`src/rtl/cache_arb_pkg.sv`:
```
// Shared types and helpers for the cache request arbiters.
package cache_arb_pkg;

  typedef enum logic [1:0] {
    IDLE,
    ISSUE,
    BUSY
  } arb_state_t;

  // Watchdog counter width: enough to hold TIMEOUT, never narrower than one bit.
  function automatic int cnt_width(input int timeout);
    int w;
    w = $clog2(timeout + 1);
    return (w < 1) ? 1 : w;
  endfunction

endpackage

```
`src/rtl/rr_pick.sv`:
```
// Combinational round-robin pick: rotate requests so ptr sits at bit 0,
// take the lowest set bit, then rotate the index back.
module rr_pick #(
  parameter int SEL_WIDTH = 3,
  localparam int N = 2 ** SEL_WIDTH
) (
  input  logic [N-1:0]         req,
  input  logic [SEL_WIDTH-1:0] ptr,
  output logic [SEL_WIDTH-1:0] winner,
  output logic                 any
);

  logic [2*N-1:0]       doubled;
  logic [N-1:0]         rotated;
  logic [SEL_WIDTH-1:0] offset;

  assign doubled = {req, req};
  assign rotated = doubled[ptr +: N];
  assign any     = |req;

  always_comb begin
    offset = '0;
    for (int i = N - 1; i >= 0; i--) begin
      if (rotated[i]) offset = SEL_WIDTH'(i);
    end
  end

  // Modulo-N add back to an absolute index; the SEL_WIDTH-bit sum wraps on its own.
  assign winner = offset + ptr;

endmodule

```
`src/rtl/cache_req_arbiter.sv`:
```
// Round-robin arbiter sharing the cache request port: grant, one-cycle valid,
// wait for done, with a watchdog that aborts transactions the cache never answers.
module cache_req_arbiter
  import cache_arb_pkg::*;
#(
  parameter int SEL_WIDTH = 3,
  parameter int TIMEOUT   = 16
) (
  input  logic                      clk,
  input  logic                      rst_n,
  input  logic [2**SEL_WIDTH-1:0]   req,
  input  logic                      cache_done,
  output logic [SEL_WIDTH-1:0]      sel,
  output logic [2**SEL_WIDTH-1:0]   gnt,
  output logic                      cache_valid,
  output logic [2**SEL_WIDTH-1:0]   ack,
  output logic                      err,
  output logic                      busy
);

  localparam int N  = 2 ** SEL_WIDTH;
  localparam int CW = cnt_width(TIMEOUT);
  localparam logic [CW-1:0] LIMIT = CW'((TIMEOUT > 0) ? TIMEOUT - 1 : 0);
  localparam logic [N-1:0]  ONE   = N'(1);

  arb_state_t           state_reg;
  logic [SEL_WIDTH-1:0] ptr_reg;
  logic [CW-1:0]        cnt_reg;

  logic [N-1:0]         masked;
  logic [SEL_WIDTH-1:0] win;
  logic                 any;

  // The requester being acknowledged this cycle has not yet seen its ack.
  assign masked = req & ~ack;

  rr_pick #(.SEL_WIDTH(SEL_WIDTH)) u_pick (
    .req    (masked),
    .ptr    (ptr_reg),
    .winner (win),
    .any    (any)
  );

  always_ff @(posedge clk or negedge rst_n) begin
    if (!rst_n) begin
      state_reg   <= IDLE;
      ptr_reg     <= '0;
      cnt_reg     <= '0;
      sel         <= '0;
      gnt         <= '0;
      cache_valid <= 1'b0;
      ack         <= '0;
      err         <= 1'b0;
      busy        <= 1'b0;
    end else begin
      cache_valid <= 1'b0;
      ack         <= '0;
      err         <= 1'b0;
      case (state_reg)
        IDLE: begin
          if (any) begin
            state_reg   <= ISSUE;
            sel         <= win;
            gnt         <= ONE << win;
            cache_valid <= 1'b1;
            busy        <= 1'b1;
          end
        end
        ISSUE: begin
          state_reg <= BUSY;
        end
        BUSY: begin
          // Completion takes priority over an abort landing in the same cycle.
          if (cache_done) begin
            state_reg <= IDLE;
            ack       <= gnt;
            gnt       <= '0;
            ptr_reg   <= sel + 1'b1;
            cnt_reg   <= '0;
            busy      <= 1'b0;
          end else if (TIMEOUT != 0 && cnt_reg == LIMIT) begin
            state_reg <= IDLE;
            err       <= 1'b1;
            gnt       <= '0;
            ptr_reg   <= sel + 1'b1;
            cnt_reg   <= '0;
            busy      <= 1'b0;
          end else begin
            cnt_reg <= cnt_reg + 1'b1;
          end
        end
        default: state_reg <= IDLE;
      endcase
    end
  end

endmodule
```
`config.mk`:
```
export PLATFORM = sky130hd
export DESIGN_NAME = cache_req_arbiter
export DESIGN_NICKNAME = d
export VERILOG_FILES = /design/src/rtl/cache_arb_pkg.sv /design/src/rtl/rr_pick.sv /design/src/rtl/cache_req_arbiter.sv
export SDC_FILE = /design/constraint.sdc
export NUM_CORES = 1
export LEC_CHECK = 0
export CAP_MARGIN = 20
export CORE_ASPECT_RATIO = 1.5
export CORE_UTILIZATION = 53
export CTS_CLUSTER_DIAMETER = 80
export DETAILED_ROUTE_END_ITERATION = 7
export PLACE_DENSITY_LB_ADDON = 0.1
export SLEW_MARGIN = 20
export SYNTH_ARGS = -nofsm -noshare
export SYNTH_HDL_FRONTEND = slang
export SYNTH_SLANG_ARGS = --single-unit
```
`constraint.sdc`:
```
create_clock -name clk -period 4.72 [get_ports clk]
set_clock_uncertainty 0.2 [all_clocks]
set_input_delay 0.708 -clock clk [delete_from_list [all_inputs] [get_ports clk]]
set_output_delay 0.708 -clock clk [all_outputs]
set_load 0.03 [all_outputs]
```
==> results of run 1 <==
[per-layer routing]
metal	up-vias	GRT usage	wire length (µm)
met1	828	0.305	1780
met2	68	0.491	2690
met4	0	0.113	114
li1	808	-	-
met5	-	0	0
met3	11	0.0412	234
[worst max-delay path by stage]
stage | from | end | slack [ns] | cells past startpoint
after detailed placement | req[3] | gnt[7] | 0.36 | 13
after global placement | req[3] | gnt[4] | 0.42 | 14
after global routing | ptr_reg[2] | gnt[3] | 0.20 | 11
after CTS | ptr_reg[2] | gnt[7] | 0.59 | 11
final | ptr_reg[2] | gnt[3] | 0.53 | 11
after floorplan | req[7] | gnt[3] | 1.09 | 12
[power by group]
group          internal [mW]  switching (mW)  total, mW  leakage [nW]
clock                  0.116          0.0997      0.216        0.0510
sequential             0.354           0.108      0.463         0.415
combinational          0.424           0.595       1.02         0.603
total                  0.894           0.803       1.70          1.07
[logic make-up after synthesis]
family / Yosys count
simple gates: 99
xor+xnor: 3
buf+inv: 17
compound gates: 26
flops: 32
mux: 23
fa+ha+maj: 4
[metrics by stage]
| step | util | area (µm²) |
|---|---|---|
| after floorplan | - | 2040 |
| after global placement | 0.644 | 2370 |
| after detailed placement | 0.644 | 2370 |
| after CTS | 0.669 | 2460 |
| after global routing | 0.669 | 2460 |
| final | 0.669 | 2460 |
[final cells by class]
type,instances,share of cell area
Multi-Input combinational cell,155,0.472
Sequential cell,32,0.325
Timing Repair Buffer,33,0.133
Clock buffer,6,0.0335
Tap cell,43,0.0218
Inverter,7,0.0107
Clock inverter,2,0.00406
[Yosys cell counts, drive strengths merged (2+ instances only)]
library cell and count:
ha 3, nand2 25, nor3 4, or4b 2, nor4b 5, and3 8, clkbuf 3, nand3 19
nor4bb 2, nor2 7, xnor2 2, mux2 7, mux2i 7, dfrtp 32, inv 7, nand2b 5
buf 7, nor2b 9, mux4 9, o21ai 18, nor4 8, a21oi 2
[cell usage in the layout (no fill, tap or decap), types with 3 or more instances in the layout]
master / n
clkbuf_8: 6
mux2_2: 5
nand2b_1: 5
inv_1: 6
nand2_1: 25
clkdlybuf4s50_1: 32
nor3_1: 3
nor4b_1: 3
dfrtp_1: 32
nor2_1: 7
mux2i_1: 7
o21ai_0: 10
and3_1: 8
mux4_2: 9
o21ai_1: 8
nand3_1: 19
ha_1: 3
nor4_1: 8
nor2b_1: 9
[worst reg2reg max path: stages (launching register included)]
cell      delay [ns]
dfrtp_1         0.91
mux4_2          0.62
a222oi_1        0.51
nor2_1          0.08
a211oi_1        0.26
nor2_1          0.07
ha_1            0.18
inv_1           0.06
fa_1            0.52
nor4b_1         0.46
o21ai_1         0.14
nand3_1         0.11
==> metrics.md, run 1 <==
| Metric | Value |
|---|---|
| Filler cell count | `slightly below 300` |
| Final worst setup slack | `0.535 ns` |
| Vias | `about 1,700` |
| Unrepaired setup endpoints after global routing | `no` |
| Max incr delay on CP | `about 0.9 ns` |
| Synth Area in Adders | `0.0282` |
| Total Die Area | `between 0.004 and 0.005 mm²` |
| Root Buffer | `clkbuf_8` |
| Syn avg cell area | `about 10 µm²` |
| Pwr Density | `about 690 mW/mm²` |
| WP data required | `~4.8 ns` |
| Worst R2R End | `gnt[3]` |
| Vias in the first global route | `approximately 1,700` |
| Clock Sink Count | `32` |
| DRT antenna net count | `0` |
| Period minus WS final | `roughly 4.2 ns` |
| FF+latch count, synth | `32` |
| Post-synth EDFFs | `0` |
| Final WL | `approximately 4800 µm` |
| # resized after CTS | `0` |
| Worst slack, placed | `0.360 ns` |
| Initial Utilization | `0.554` |
| Core box area | `approximately 0.0037 mm²` |
| Worst hold margin | `~0.27 ns` |
| Slowest cell on the critical path | `dfrtp_1` |
| Layout cell share with drive strength beyond 1 | `0.119` |
| Hold Path End | `err` |
| Setup Crit Path Kind | `reg2reg` |
| Worst Path Max Fanout | `20` |
| Crit path max-delay family | `flip-flops` |
| Antenna violations before repair | `0` |
| Final total power | `between 1.5 and 2 mW` |
| Antenna cells | `0` |
| Highest Clock Rate | `around 240 MHz` |
| Clk_lat worst skew | `roughly 0.29 ns` |
| CTS tree | `done` |
| Avg WL per Cell | `17.4 µm` |
| Final #Nets | `249` |
| Vias per cell | `6.17` |
| Worst Tran Pin Value | `about 0.87 ns` |
| Clk buf depth | `2` |
| Post-synthesis cell type count | `42` |
| RR Startpoint | `ptr_reg[2]` |
| Area share of the largest cell type after synthesis | `0.393` |
| Synth Area in Compound Gates | `0.0730` |
| Worst path cell trace | `mux4_2 -> a222oi_1 -> nor2_1 -> a211oi_1 -> nor2_1 -> ha_1 -> inv_1 -> fa_1 -> nor4b_1 -> o21ai_1 -> nand3_1` |
| Setup Viol. Count Final | `0` |
| TritonRoute pass-1 iters | `4` |
| Fin cells | `278` |
| Primary FF master, synth | `dfrtp_1` |
| 1st-iter DRT viols | `77` |
| Top cell type by total area after synthesis | `dfrtp_1` |
| Worst hold path type | `reg2reg` |
| Register area share after synthesis | `0.393` |
| Die Span Y | `around 80 µm` |
| Port bufs | `32` |
| Ys async rst share | `1.00` |
| Final setup TNS | `0 ns` |
| Post-Synth XOR/XNOR Area | `0.0129` |
| Htree depth | `2` |
| Cell Rows | `27` |
| Worst VDD drop | `~0.55 mV` |
| Max_cap viols | `0` |
| CP Launch Type | `flip-flop` |
| Num ports | `33` |
| Post-synthesis mux area share | `0.172` |
| Dpl hpwl | `3650 µm` |
| Final max-slew violation count | `0` |
| Post-Synthesis Cells | `204` |
| Run status | `finished, final reports clean` |
| Simple-gate share of the synthesized area | `0.284` |
| Reg clk slew, reported paths | `roughly 0.07 ns` |
| Gr ovfl total | `0` |
| Leakage Power | `about 1.1 nW` |
| WHS Path Cells | `1` |
| Critical Path Most Common Cell | `nor2_1` |
| Largest family of logic cells by synthesized area | `simple AND/OR/NAND/NOR gates` |
| DRC violations left | `0` |
| Register area | `801 µm²` |
| Area occupied by multi-input gates | `between 0.001 and 0.0015 mm²` |
| Final worst path period share | `0.887` |
| GRT Total Usage | `0.273` |
| Syn_nets | `between 200 and 250` |
| Relative slew margins | `0.419` |
| Routability cong. | `roughly 0.84` |
| Yosys warns | `0` |
| Synth area leaders | `dfrtp_1 39%, mux4_2 9.9%, nand3_1 4.7%, nand2_1 4.6%, mux2i_1 3.4%` |
| # placed instances | `270` |
| Worst Path Arrival | `~4.2 ns` |
| Reg2Reg Depth | `11` |
| Slack of the worst reg-to-reg path | `~0.53 ns` |
| Hold buffers post-CTS | `0` |
| Hold Violations, Final | `0` |
| DIE WIDTH | `approximately 53 µm` |
| Area Overhead vs Synth | `20.9%` |
| Total CTS buffers | `5` |
| Post-CTS Setup Repair Bufs | `0` |
| Crit path capture type | `flip-flop` |
| Pin count of the biggest net entering global routing | `33` |
| Min-delay src | `cnt_reg[4]` |
| Buf+Inv Stages, Crit Path | `1` |
| Mapped Area | `0.00204 mm²` |
| First-pass GRT wire length | `8030 µm` |
Power figures use the tool's default switching activity.
==> inputs of run 2 (changes only) <==
Settings changed: CORE_UTILIZATION 53 to 61, DONT_BUFFER_PORTS set to 1.
==> metrics.md, run 2 (same netlist as run 1, synthesis figures left out) <==
| Metric | Value |
|---|---|
| Slowest cell on the critical path | `dfrtp_1 (unchanged)` |
| DIE WIDTH | `49.2 µm (was 52.7 µm)` |
| Area Overhead vs Synth | `6.50% (was 20.9%)` |
| Final total power | `1.67 mW (was 1.70 mW)` |
| WP data required | `4.74 ns (was 4.75 ns)` |
| Core box area | `0.00316 mm² (was 0.00368 mm²)` |
| Crit path capture type | `flip-flop (unchanged)` |
| Max_cap viols | `0 (unchanged)` |
| Buf+Inv Stages, Crit Path | `1 (unchanged)` |
| Pin count of the biggest net entering global routing | `33 (unchanged)` |
| Run status | `finished, final reports clean (unchanged)` |
| Final WL | `4650 µm (was 4820 µm)` |
| Crit path max-delay family | `compound AO/OA/AOI/OAI gates (was flip-flops)` |
| Num ports | `33 (unchanged)` |
| Relative slew margins | `0.447 (was 0.419)` |
| Setup Crit Path Kind | `reg2reg (unchanged)` |
| 1st-iter DRT viols | `66 (was 77)` |
| Worst Tran Pin Value | `0.829 ns (was 0.872 ns)` |
| Reg2Reg Depth | `11 (unchanged)` |
| Die Span Y | `72.8 µm (was 78.0 µm)` |
| Total CTS buffers | `5 (unchanged)` |
| Leakage Power | `0.960 nW (was 1.07 nW)` |
| Port bufs | `0 (was 32)` |
| Worst VDD drop | `0.431 mV (was 0.550 mV)` |
| Worst path cell trace | `mux4_2 -> a222oi_1 -> nor2_1 -> a211oi_1 -> nor2_1 -> ha_1 -> inv_1 -> fa_1 -> nor4b_1 -> o21ai_1 -> nand3_1 (unchanged)` |
| Max incr delay on CP | `0.89 ns (was 0.91 ns)` |
| Most frequent cells in the layout | `32 x dfrtp_1, 25 x nand2_1, 19 x nand3_1 (was 32 x dfrtp_1, 32 x clkdlybuf4s50_1, 25 x nand2_1)` |
| GRT Total Usage | `0.283 (was 0.273)` |
| Layout cell share with drive strength beyond 1 | `0.138 (was 0.119)` |
| CTS tree | `done (unchanged)` |
| CP Launch Type | `flip-flop (unchanged)` |
| Unrepaired setup endpoints after global routing | `no (unchanged)` |
| Hold Violations, Final | `0 (unchanged)` |
| Dpl hpwl | `3460 µm (was 3650 µm)` |
| Setup Viol. Count Final | `0 (unchanged)` |
| Worst R2R End | `gnt[3] (unchanged)` |
| Placed Area | `0.00204 mm² (was 0.00237 mm²)` |
| Period minus WS final | `4.28 ns (was 4.19 ns)` |
| Final setup TNS | `0 ns (unchanged)` |
| DRT antenna net count | `0 (unchanged)` |
| First-pass GRT wire length | `7350 µm (was 8030 µm)` |
| Commonest non-fill, non-tap cell in the layout | `dfrtp_1` |
| Pwr Density | `768 mW/mm² (was 689 mW/mm²)` |
| Highest Clock Rate | `234 MHz (was 239 MHz)` |
| Total Die Area | `0.00358 mm² (was 0.00411 mm²)` |
| Avg WL per Cell | `19.1 µm (was 17.4 µm)` |
| Clock Sink Count | `32 (unchanged)` |
| TritonRoute pass-1 iters | `5 (was 4)` |
| Clk_lat worst skew | `0.29 ns (about the same)` |
| Htree depth | `2 (unchanged)` |
| Gr ovfl total | `0 (unchanged)` |
| Cell Rows | `25 (was 27)` |
| Clk buf depth | `2 (unchanged)` |
| Root Buffer | `clkbuf_8 (unchanged)` |
| Reg clk slew, reported paths | `0.07 ns (about the same)` |
| Worst Path Max Fanout | `20 (unchanged)` |
| Fin area | `0.00217 mm² (was 0.00246 mm²)` |
| Routability cong. | `0.934 (was 0.841)` |
| Vias in the first global route | `1,571 (was 1,673)` |
| Slack of the worst reg-to-reg path | `0.44 ns (was 0.53 ns)` |
| Antenna violations before repair | `0 (unchanged)` |
| Antenna cells | `0 (unchanged)` |
| DRC violations left | `0 (unchanged)` |
| Worst hold path type | `in2async (was reg2reg)` |
| Final max-slew violation count | `0 (unchanged)` |
| Critical Path Most Common Cell | `nor2_1 (unchanged)` |
| Final worst path period share | `0.907 (was 0.887)` |
| Vias per cell | `6.77 (was 6.17)` |
| RR Startpoint | `ptr_reg[2] (unchanged)` |
| Initial Utilization | `0.646 (was 0.554)` |
| Vias | `1,645 (was 1,715)` |
| Worst Path Arrival | `4.30 ns (was 4.21 ns)` |
| Final #Nets | `217 (was 249)` |
## run 2: changes by cell type in the layout (fill, tap and decap cells not counted), sizes merged
cell,delta
clkdlybuf4s50,-32
clkinv,-1
clkbuf,-1
bufinv,+1
clkinvlp,+1
## run 2: per-stage QoR
stage,std cells,hold WS [ns],utilization,setup slack (ns)
floorplan,204,0.212,-,1.09
global placement,234,0.213,0.646,0.736
detailed placement,234,0.213,0.646,0.622
CTS,243,0.0390,0.688,0.588
global route,243,0.0405,0.688,0.219
finish,243,0.0359,0.688,0.439
## run 2: worst max path at each step
stage	startpoint	end	slack [ns]	depth (start not counted)
floorplan	req[7]	gnt[3]	1.09	12
global placement	ptr_reg[2]	gnt[3]	0.74	12
detailed placement	ptr_reg[2]	gnt[3]	0.62	11
CTS	ptr_reg[2]	gnt[3]	0.59	11
global route	ptr_reg[2]	gnt[7]	0.22	11
finish	ptr_reg[2]	gnt[3]	0.44	11
## run 2: where the power goes
| group | internal (mW) | leakage, nW | switching [mW] |
|---|---|---|---|
| Sequential | 0.353 | 0.415 | 0.193 |
| Clock | 0.156 | 0.0541 | 0.102 |
| Combinational | 0.355 | 0.491 | 0.509 |
## run 2: area by class of cell
type / count / area, µm²
Fill cell: 242 / 987
Tap cell: 40 / 50.0
Timing Repair Buffer: 1 / 20.0
Clock buffer: 5 / 68.8
Multi-Input combinational cell: 155 / 1160
Inverter: 7 / 26.3
Sequential cell: 32 / 801
Clock inverter: 3 / 42.5
## run 2: what timing repair did
item / 4_1_cts / 5_1_grt
buffers inserted: 0 / 0
hold buffers: 1 / 0
setup endpoints to repair: 0 / 0
gates resized for setup: 0 / 0
hold endpoints to repair: 32 / 0
## run 2: per-layer routing
metal	global-route usage	part of all wire	vias to the layer above
li1	-	-	739
met1	0.314	0.36	803
met2	0.510	0.54	89
met3	0.0563	0.073	14
met4	0.137	0.025	0
met5	0	0	-
==> inputs of run 3 (changes only) <==
Settings changed: CELL_PAD_IN_SITES_DETAIL_PLACEMENT set to 1, CELL_PAD_IN_SITES_GLOBAL_PLACEMENT set to 2, CORE_UTILIZATION 61 to 40.
==> metrics.md, run 3 (same netlist as run 1, synthesis figures left out) <==
| Metric | Value |
|---|---|
| Run status | `finished, final reports clean (unchanged)` |
| Slack of the worst reg-to-reg path | `0.39 ns (was 0.44 ns)` |
| Area occupied by multi-input gates | `0.00116 mm² (unchanged)` |
| Setup Crit Path Kind | `reg2reg (unchanged)` |
| Relative slew margins | `0.439 (was 0.447)` |
| Clk_lat worst skew | `0.29 ns (about the same)` |
| Clock Sink Count | `32 (unchanged)` |
| Vias in the first global route | `1,729 (was 1,571)` |
| Pin count of the biggest net entering global routing | `33 (unchanged)` |
| Clk buf depth | `2 (unchanged)` |
| Leakage Power | `0.962 nW (was 0.960 nW)` |
| Pwr Density | `764 mW/mm² (was 768 mW/mm²)` |
| Final #Nets | `217 (unchanged)` |
| Initial Utilization | `0.421 (was 0.646)` |
| DRC violations left | `0 (unchanged)` |
| First-pass GRT wire length | `8660 µm (was 7350 µm)` |
| Reg clk slew, reported paths | `0.07 ns (about the same)` |
| Cell Rows | `31 (was 25)` |
| Port bufs | `0 (unchanged)` |
| Max_cap viols | `0 (unchanged)` |
| DIE WIDTH | `60.3 µm (was 49.2 µm)` |
| Commonest non-fill, non-tap cell in the layout | `dfrtp_1 (unchanged)` |
| Sw Ratio | `0.486 (was 0.482)` |
| WL met3 | `163 µm (was 339 µm)` |
| # resized after CTS | `0 (unchanged)` |
| Htree depth | `2 (unchanged)` |
| Most frequent cells in the layout | `32 x dfrtp_1, 25 x nand2_1, 19 x nand3_1 (unchanged)` |
| Worst slack, placed | `0.430 ns (was 0.622 ns)` |
| Worst R2R End | `gnt[2] (was gnt[3])` |
| Die Span Y | `89.5 µm (was 72.8 µm)` |
| Dpl hpwl | `4020 µm (was 3460 µm)` |
| Highest Clock Rate | `231 MHz (was 234 MHz)` |
| 1st-iter DRT viols | `77 (was 66)` |
| Register area | `801 µm² (unchanged)` |
| M1 wire length | `2140 µm (was 1670 µm)` |
| Vias per cell | `6.01 (was 6.77)` |
| Worst VDD drop | `0.232 mV (was 0.431 mV)` |
| Vias | `1,616 (was 1,645)` |
| Final worst path period share | `0.917 (was 0.907)` |
| GRT Total Usage | `0.223 (was 0.283)` |
| Final core occ | `0.454 (was 0.688)` |
| Period minus WS final | `4.33 ns (was 4.28 ns)` |
| DR WL met2 | `2860 µm (was 2530 µm)` |
| Top sig layer | `met4 (unchanged)` |
| Antenna violations before repair | `0 (unchanged)` |
| WP data required | `4.74 ns (about the same)` |
| Antenna cells | `0 (unchanged)` |
| Area Overhead vs Synth | `7.91% (was 6.50%)` |
| Worst hold path type | `in2async (unchanged)` |
| Num ports | `33 (unchanged)` |
| Worst hold margin | `0.0467 ns (was 0.0359 ns)` |
| Clk network pwr share | `0.153 (was 0.155)` |
| Reg2Reg Depth | `11 (unchanged)` |
| Total Die Area | `0.00539 mm² (was 0.00358 mm²)` |
| Worst Path Arrival | `4.35 ns (was 4.30 ns)` |
| Unrepaired setup endpoints after global routing | `no (unchanged)` |
| Avg WL per Cell | `19.7 µm (was 19.1 µm)` |
| Crit. Startpoint | `ptr_reg[2] (unchanged)` |
| Gr ovfl total | `0 (unchanged)` |
| Worst Path Max Fanout | `20 (unchanged)` |
| Worst Tran Pin Value | `0.841 ns (was 0.829 ns)` |
| Final WL | `5290 µm (was 4650 µm)` |
| Total CTS buffers | `5 (unchanged)` |
| Fin cells | `269 (was 243)` |
| Final max-slew violation count | `0 (unchanged)` |
| Filler cell count | `544 (was 242)` |
| Internal power | `0.863 mW (about the same)` |
| Final setup TNS | `0 ns (unchanged)` |
| Layout cell share with drive strength beyond 1 | `0.133 (was 0.138)` |
| DRT antenna net count | `0 (unchanged)` |
| CTS tree | `done (unchanged)` |
| Sw power | `0.818 mW (was 0.805 mW)` |
| Root Buffer | `clkbuf_8 (unchanged)` |
| Hold Violations, Final | `0 (unchanged)` |
| Setup Viol. Count Final | `0 (unchanged)` |
| # placed instances | `260 (was 234)` |
| RR Startpoint | `ptr_reg[2] (unchanged)` |
| Routability cong. | `0.921 (was 0.934)` |
| Seq pwr share | `0.326 (was 0.327)` |
| TritonRoute pass-1 iters | `4 (was 5)` |
| Combinational share of power | `0.520 (was 0.518)` |
| Core box area | `0.00485 mm² (was 0.00316 mm²)` |
| Final worst setup slack | `0.392 ns (was 0.439 ns)` |
| CP Launch Type | `flip-flop (unchanged)` |
| Crit path capture type | `flip-flop (unchanged)` |
-- run 3: metrics by stage --
step / cell area [µm²] / power [mW]
after floorplan: 2040 / 1.22
after global placement: 2070 / 1.39
after detailed placement: 2070 / 1.42
after CTS: 2200 / 1.70
after global routing: 2200 / 1.82
final: 2200 / 1.68
-- run 3: how the worst max path moves through the flow --
| stage | endpoint | slack (ns) | cells after the start |
|---|---|---|---|
| 5_1_grt | gnt[2] | 0.08 | 11 |
| 3_5_place_dp | gnt[3] | 0.43 | 11 |
| 6_report | gnt[2] | 0.39 | 11 |
| 3_3_place_gp | gnt[7] | 0.56 | 11 |
| 4_1_cts | gnt[3] | 0.37 | 11 |
| 2_1_floorplan | gnt[3] | 1.09 | 12 |
-- run 3: layout make-up --
type | count | area share
tap | 66 | 0.0375
clock inverter | 2 | 0.0159
timing repair buffer | 1 | 0.00910
clock buffer | 6 | 0.0330
inverter | 7 | 0.0119
multi-input combinational | 155 | 0.529
sequential | 32 | 0.364
-- run 3: critical path, cell delays in order (launching register included) --
cell	delay, ns
dfrtp_1	0.89
mux4_2	0.60
a222oi_1	0.58
nor2_1	0.10
a211oi_1	0.28
nor2_1	0.07
ha_1	0.18
inv_1	0.07
fa_1	0.52
nor4_1	0.50
o21ai_1	0.16
nand3_1	0.11
-- run 3: timing repair --
item	CTS	global route
hold buffers	1	0
endpoints found under the hold margin	32	0
buffers inserted	0	0
-- run 3: power groups by stage --
stage                     Clock [mW]  Sequential, mW  Combinational [mW]
after floorplan                    0           0.485               0.740
after global placement             0           0.550               0.836
after detailed placement           0           0.557               0.868
after CTS                      0.266           0.551               0.883
after global routing           0.276           0.564               0.980
final                          0.258           0.548               0.875
-- run 3: per-layer routing --
layer  global-route usage  vias to the layer above
met1                0.273                      828
met5                    0                        -
met4                0.108                        0
li1                     -                      739
met2                0.368                       40
met3               0.0434                        9
